==> config.mk <==
export PLATFORM = sky130hd
export DESIGN_NAME = datapath_xyz
export DESIGN_NICKNAME = d
export VERILOG_FILES = /design/src/rtl/datapath_xyz.sv
export SDC_FILE = /design/constraint.sdc
export NUM_CORES = 1
export LEC_CHECK = 0
export BUFFER_PORTS_ARGS = -buffer_cell sky130_fd_sc_hd__clkbuf_2
export CAP_MARGIN = 40
export CORE_MARGIN = 2
export CORE_UTILIZATION = 52
export DETAILED_ROUTE_END_ITERATION = 10
export GPL_TIMING_DRIVEN = 0
export PLACE_DENSITY = 0.8
export SLEW_MARGIN = 20
export SYNTH_ARGS = -nofsm -noshare
export SYNTH_HDL_FRONTEND = slang
export SYNTH_SLANG_ARGS = --single-unit
export TNS_END_PERCENT = 10
==> constraint.sdc <==
create_clock -name clock -period 2.8 [get_ports clock]
set_input_delay 0.14 -clock clock [delete_from_list [all_inputs] [get_ports clock]]
set_output_delay 0.14 -clock clock [all_outputs]
set_load 0.01 [all_outputs]
==> src/rtl/datapath_xyz.sv <==
// -----------------------------------------------------------------------------
// datapath_xyz
//   Register-level datapath driven by per-cycle control words from an external
//   control unit. Three registers: X (operand input), Y (accumulator holding the
//   ULA result) and Z (display output), plus a carry flag that lets a
//   WIDTH+1-bit sum be halved exactly by a Y shift-right.
//
// Ports
//   clock    in   rising-edge clock, shared with the control unit
//   resetn   in   asynchronous active-low reset
//   data_in  in   operand loaded into X
//   tx/ty/tz in   register control codes (0 CLEAR, 1 LOAD, 2 HOLD, 3 SHR, else HOLD)
//   tula     in   ULA select (0 ADD, 1 SUB, 2 AND, 3 OR, else pass X)
//   x_out    out  X register
//   y_out    out  Y register
//   z_out    out  Z register (display value)
//   carry    out  carry/borrow captured by the last Y load
//   z_valid  out  high for the cycle following a Z load
// -----------------------------------------------------------------------------
module datapath_xyz #(
  parameter int WIDTH = 4
) (
  input  logic             clock,
  input  logic             resetn,
  input  logic [WIDTH-1:0] data_in,
  input  logic [3:0]       tx,
  input  logic [3:0]       ty,
  input  logic [3:0]       tz,
  input  logic [3:0]       tula,
  output logic [WIDTH-1:0] x_out,
  output logic [WIDTH-1:0] y_out,
  output logic [WIDTH-1:0] z_out,
  output logic             carry,
  output logic             z_valid
);

  localparam logic [3:0] REG_CLEAR = 4'd0;
  localparam logic [3:0] REG_LOAD  = 4'd1;
  localparam logic [3:0] REG_SHR   = 4'd3;

  localparam logic [3:0] ULA_ADD = 4'd0;
  localparam logic [3:0] ULA_SUB = 4'd1;
  localparam logic [3:0] ULA_AND = 4'd2;
  localparam logic [3:0] ULA_OR  = 4'd3;

  logic [WIDTH-1:0] x_q, x_d;
  logic [WIDTH-1:0] y_q, y_d;
  logic [WIDTH-1:0] z_q, z_d;
  logic             carry_q, carry_d;
  logic             z_valid_q, z_valid_d;

  logic [WIDTH-1:0] ula_res;
  logic             ula_carry;
  logic [WIDTH:0]   ula_sum;
  logic [WIDTH:0]   ula_diff;

  // ULA: a = Y, b = X. Both results are computed one bit wider so the top bit
  // is the carry (ADD) or the borrow (SUB, set exactly when a < b).
  always_comb begin
    ula_sum  = {1'b0, y_q} + {1'b0, x_q};
    ula_diff = {1'b0, y_q} - {1'b0, x_q};
    ula_res  = x_q;
    ula_carry = 1'b0;
    case (tula)
      ULA_ADD: begin
        ula_res   = ula_sum[WIDTH-1:0];
        ula_carry = ula_sum[WIDTH];
      end
      ULA_SUB: begin
        ula_res   = ula_diff[WIDTH-1:0];
        ula_carry = ula_diff[WIDTH];
      end
      ULA_AND: ula_res = y_q & x_q;
      ULA_OR:  ula_res = y_q | x_q;
      default: ula_res = x_q;
    endcase
  end

  // Next-state for every register is formed from pre-edge values only.
  always_comb begin
    x_d = x_q;
    case (tx)
      REG_CLEAR: x_d = '0;
      REG_LOAD:  x_d = data_in;
      REG_SHR:   x_d = {1'b0, x_q[WIDTH-1:1]};
      default:   x_d = x_q;
    endcase
  end

  always_comb begin
    y_d     = y_q;
    carry_d = carry_q;
    case (ty)
      REG_CLEAR: begin
        y_d     = '0;
        carry_d = 1'b0;
      end
      REG_LOAD: begin
        y_d     = ula_res;
        carry_d = ula_carry;
      end
      REG_SHR: begin
        // The carry becomes the MSB so (carry:Y) / 2 is exact; it is consumed.
        y_d     = {carry_q, y_q[WIDTH-1:1]};
        carry_d = 1'b0;
      end
      default: begin
        y_d     = y_q;
        carry_d = carry_q;
      end
    endcase
  end

  always_comb begin
    z_d = z_q;
    case (tz)
      REG_CLEAR: z_d = '0;
      REG_LOAD:  z_d = y_q;
      REG_SHR:   z_d = {1'b0, z_q[WIDTH-1:1]};
      default:   z_d = z_q;
    endcase
    z_valid_d = (tz == REG_LOAD);
  end

  always_ff @(posedge clock or negedge resetn) begin
    if (!resetn) begin
      x_q       <= '0;
      y_q       <= '0;
      z_q       <= '0;
      carry_q   <= 1'b0;
      z_valid_q <= 1'b0;
    end else begin
      x_q       <= x_d;
      y_q       <= y_d;
      z_q       <= z_d;
      carry_q   <= carry_d;
      z_valid_q <= z_valid_d;
    end
  end

  assign x_out   = x_q;
  assign y_out   = y_q;
  assign z_out   = z_q;
  assign carry   = carry_q;
  assign z_valid = z_valid_q;

endmodule

After elaboration in Yosys (flattened, before gate mapping)
Cells that the tools add are included.
{"block": "word_totals", "reg_bits": 14, "in_bits": 22, "output_inout_bits": 14, "word_cells": 33}
{"block": "op_classes", "n_addsub": 2, "eq_ne": 9, "muxes": 6, "bitwise_logic": 2, "n_reduce_logical": 9}
{"op": "$pmux 4 s3", "count": 3}
{"op": "$eq 4x2->1 const B", "count": 5}
{"op": "$eq 4x1->1 const B", "count": 4}
{"op": "$logic_not 4->1", "count": 4}
{"op": "$pmux 4 s4", "count": 1}
{"op": "$reduce_bool 3->1", "count": 3}
{"op": "$add 4x4->5", "count": 1}
{"op": "$sub 4x4->5", "count": 1}
{"op": "$and 4x4->4", "count": 1}
{"op": "$or 4x4->4", "count": 1}
{"op": "$pmux 1 s2", "count": 2}
{"op": "$reduce_bool 2->1", "count": 1}
{"op": "$reduce_or 2->1", "count": 1}

Logic depth before layout (Yosys ltp)
{"block": "logic_depth", "ltp_word": 3, "depth_mapped": 8}

Least setup slack after synthesis
OpenSTA, ideal clock, no wires.
{"block": "synth_path", "path_kind": "reg2reg", "from": "register y_q[0], in the netlist y_out[0]", "to": "register y_q[1], in the netlist y_out[1]", "arrival_ns": 2.036, "required_ns": 2.734, "setup_slack_ns": 0.698, "path_stages_with_launch": 9, "path_buffers": 0, "synth_period_minus_slack_ns": 2.102, "cell_sequence": "dfrtp_1 inv_1 ha_1 inv_1 fa_1 inv_1 mux4_1 a211oi_1 a221o_1"}
{"block": "synth_via", "elab_chain_cells": 3, "word_cells_on_any_way": 4}
{"item": "start, declared", "line": "47", "rtl": "logic [WIDTH-1:0] y_q, y_d;"}
{"item": "start signal, assigned", "line": "134", "rtl": "y_q <= y_d;"}
{"item": "$sub 4x4->5 or $add 4x4->5 (tied branches)", "line": "61, 60"}
{"item": "$pmux 4 s4 (*)", "line": "64", "rtl": "case (tula)"}
{"item": "$pmux 4 s3 (*)", "line": "93", "rtl": "case (ty)"}
Mark *: on every way between the ends. The rest lies on a longest branch, timed or not.
A chain may end at the register's enable or synchronous reset.

Worst setup path after layout
Ends and elaborated chain as after synthesis.

==> metrics.log <==
[metrics] outcome: complete, no violations
[metrics] Final ANT Viol Nets: 0
[metrics] sequential share of power: 35.6%
[metrics] Initial Util: 56.2%
[metrics] required arrival time at the worst endpoint: 3.01 ns
[metrics] number of synthesized flops with an enable pin: 0
[metrics] CP bufs+invs: 3
[metrics] Detailed Route WL: 3190 um
[metrics] syn avg cell area: 9.01 sq um
[metrics] cell area after synthesis: 1280 sq um
[metrics] TritonCTS clock tree: done
[metrics] CP endpoint kind: register
[metrics] share of synthesized area occupied by flip-flops and latches: 27.4%
[metrics] delay of the slowest cell on the worst path: 0.50 ns
[metrics] Gates resized, CTS repair: 0
[metrics] fraction of layout cells with a size suffix above 1: 26.7%
[metrics] clock power share: 15.8%
[metrics] count of final hold-check violations: 0
[metrics] detailed-route vias per instance: 6.08
[metrics] number of antenna violations at the first check in global routing: 0
[metrics] Tot Pwr: 899 uW
[metrics] switching fraction of total power: 40.9%
[metrics] number of top-level design ports: 36
[metrics] clock tree root buffer cell: sky130_fd_sc_hd__clkbuf_4
[metrics] net total in the final layout: 217
[metrics] share of flip-flops with an asynchronous set or reset after synthesis: 100%
[metrics] wire length of the first global-routing pass: 5280 um
[metrics] Final TNS setup: 0 ns
[metrics] Crit Path Category: register to register
[metrics] post-cts hold buffer count: 1
[metrics] Critical Path Source: y_out[0]$_DFFE_PN0P_
[metrics] H-Tree Depth: 1
[metrics] worst slew pin tran: 0.563 ns
[metrics] Site Rows: 17
[metrics] detailed placement HPWL: 2560 um
[metrics] die height: 53.6 um
[metrics] total global routing track utilization: 25.7%
[metrics] Fin Clk Skew: 0.00540 ns
[metrics] maximum clock rate: 432 MHz
[metrics] pwr/cell area: 590 nW/um^2
[metrics] number of clock buffers inserted by TritonCTS: 3
[metrics] Warnings, synthesis: 0
[metrics] Max Cap Viol: 0
[metrics] GP Congestion: 0.790
[metrics] Bufs on Longest Clock Path: 2
[metrics] Pins Over Slew Limit: 0
[metrics] family with the most delay on the worst path: adder cells
[metrics] startpoint types: register
[metrics] Inst Count DP: 203
[metrics] width of the chip: 53.6 um
[metrics] Min-Delay Path Class: input port to register
[metrics] fin crit share: 82.7%
[metrics] synthesized netlist cell count: 142
[metrics] sinks on the clock net: 14
[metrics] net count of the mapped netlist: 178
[metrics] reported net switching power: 368 uW
[metrics] total iterations of the first detailed-routing run: 4
[metrics] number of setup violations in the final report: 0
[metrics] area overhead of the layout relative to synthesis: 19.3%
[metrics] Leakage Power: 0.000732 uW
[metrics] total inserted antenna cells: 0
[metrics] clock-pin slew on the worst setup and hold paths: 0.08 ns
[metrics] count of cell types in the netlist: 44
[metrics] number of global-route vias before repair: 1,181
[metrics] post-layout instance count excluding filler cells: 208
[metrics] maximum fanout along the worst path: 5
[metrics] minimum clock period: 2.32 ns
[metrics] die area: 2870 sq um
[metrics] Pint: 532 uW
[metrics] detailed-route wire length per cell: 15.3 um
[metrics] RSZ-0062 raised after global routing: false
[metrics] data arrival at the endpoint of the critical path: 2.53 ns
[metrics] synthesis-stage register bit count: 14
[metrics] total via count after detailed routing: 1,265
[metrics] pin count of the biggest net entering global routing: 15
[metrics] number of buffer cells added on primary ports: 33
[metrics] startpoint of the lowest-slack hold path: data_in[3]
[metrics] Post-CTS Repair Setup Buffers: 0
[metrics] total grt overflow: 0
[metrics] reg2reg start: y_out[0]$_DFFE_PN0P_
[metrics] normalized max-slew margin: 62.2%
[metrics] core area: 2280 sq um
[metrics] ordered list of cells on the worst path: inv_1, ha_1, inv_1, fa_1, inv_1, mux4_1, a211oi_1, a221o_1
[metrics] worst ir drop on vdd: 0.458 mV
[metrics] slowest cell on the critical path: sky130_fd_sc_hd__mux4_1
[metrics] remaining design rule violation count: 0
[metrics] relative contribution of combinational cells to total power: 48.6%
[metrics] drt initial violations: 43
[metrics] crit-path most repeated cell: sky130_fd_sc_hd__inv_1
[metrics] source-to-sink clock delay at the later pin of the worst-skew pair: 0.28 ns
[metrics] dominant register cell in the synthesized netlist: sky130_fd_sc_hd__dfrtp_1
==> layer usage <==
| layer | track usage, % | vias to the layer above | share of wire [%] |
|---|---|---|---|
| li1 | - | 594 | - |
| met1 | 32.3 | 612 | 40 |
| met2 | 45.5 | 55 | 51 |
| met3 | 5.56 | 4 | 7.5 |
| met4 | 4.70 | 0 | 0.69 |
| met5 | 0 | - | 0 |
==> worst paths after layout <==
kind,endpoint,slack (ns),cells past startpoint
min in group asynchronous,y_out[3]$_DFFE_PN0P_,0.30,2
min,x_out[3]$_DFFE_PN0P_,0.08,2
max,y_out[1]$_DFFE_PN0P_,0.48,8
max reg2reg,y_out[1]$_DFFE_PN0P_,0.48,8
min reg2reg,z_out[3]$_DFFE_PN0P_,0.54,1
max in group asynchronous,y_out[1]$_DFFE_PN0P_,2.24,2
==> through the flow <==
stage | instance area [sq um] | hold slack [ns] | setup slack [ns] | util (%)
floorplan | 1280 | -0.156 | 0.698 | -
global placement | 1480 | 0.0610 | 0.530 | 65.0
detailed placement | 1480 | 0.0609 | 0.526 | 65.0
CTS | 1530 | 0.0747 | 0.476 | 67.0
global route | 1530 | 0.0811 | 0.385 | 67.0
finish | 1530 | 0.0829 | 0.484 | 67.0
==> registers in the layout (all words and copies together) (netlist names) <==
name / count
x_out: 4
y_out: 4
z_out: 4
carry: 1
z_valid: 1
==> area by class of cell <==
class                           count  area (sq um)
Fill cell                         214           751
Timing Repair Buffer               34           175
Multi-Input combinational cell    106           835
Tap cell                           28          35.0
Buffer                              4          23.8
Sequential cell                    14           350
Clock buffer                        4          36.3
Inverter                           18          70.1
==> worst reg2reg max path, delay by kind of cell (launching register included) <==
family / cells / cell delay (ns)
buffers and inverters: 3 / 0.21
adder cells (fa/ha/maj): 2 / 0.66
flip-flops: 1 / 0.44
AO/OA/AOI/OAI: 2 / 0.44
multiplexers: 1 / 0.50
==> placed cells by master (no fill, tap or decap), drive strengths merged, types with 2 or more instances in the layout <==
cell | Yosys | routed
o21a | 2 | 2
a22oi | 3 | 3
nor2b | 9 | 9
a22o | 3 | 3
dfrtp | 14 | 14
nand3 | 6 | 6
a221o | 3 | 3
clkbuf | 2 | 39
inv | 18 | 18
or2 | 4 | 4
o21ai | 14 | 14
and3 | 2 | 2
a311oi | 2 | 2
nand2 | 4 | 4
a32o | 2 | 2
nor2 | 9 | 9
a31oi | 3 | 3
buf | 2 | 2
nor3 | 2 | 2
a211oi | 3 | 3
fa | 2 | 2
ha | 12 | 12
nand2b | 2 | 2
a21oi | 2 | 2
==> cells in the mapped netlist, drive strengths merged, types with 2 or more instances <==
cell     n  area (sq um)
a211oi   3          27.5
a21oi    2          10.0
a221o    3          30.0
a22o     3          26.3
a22oi    3          22.5
a311oi   2          17.5
a31oi    3          18.8
a32o     2          20.0
and3     2          12.5
buf      2          16.3
clkbuf   2          7.51
dfrtp   14           350
fa       2          40.0
ha      12           150
inv     18          70.1
nand2    4          15.0
nand2b   2          12.5
nand3    6          30.0
nor2     9          33.8
nor2b    9          56.3
nor3     2          10.0
o21a     2          15.0
o21ai   14          70.1
or2      4          25.0
==> logic make-up after synthesis <==
family          Yosys count  share of synthesized area (%)
fa+ha+maj                14                           14.9
buf+inv                  22                           7.34
mux                       3                           3.72
flops                    14                           27.4
simple gates             44                           19.6
compound gates           45                           27.1
==> power groups by stage <==
stage | combinational (uW) | sequential (uW) | clock [uW]
detailed placement | 436 | 323 | 0
CTS | 440 | 319 | 145
global placement | 414 | 318 | 0
floorplan | 276 | 325 | 0
finish | 437 | 320 | 142
global route | 496 | 330 | 158
Power figures use the tool's default switching activity.
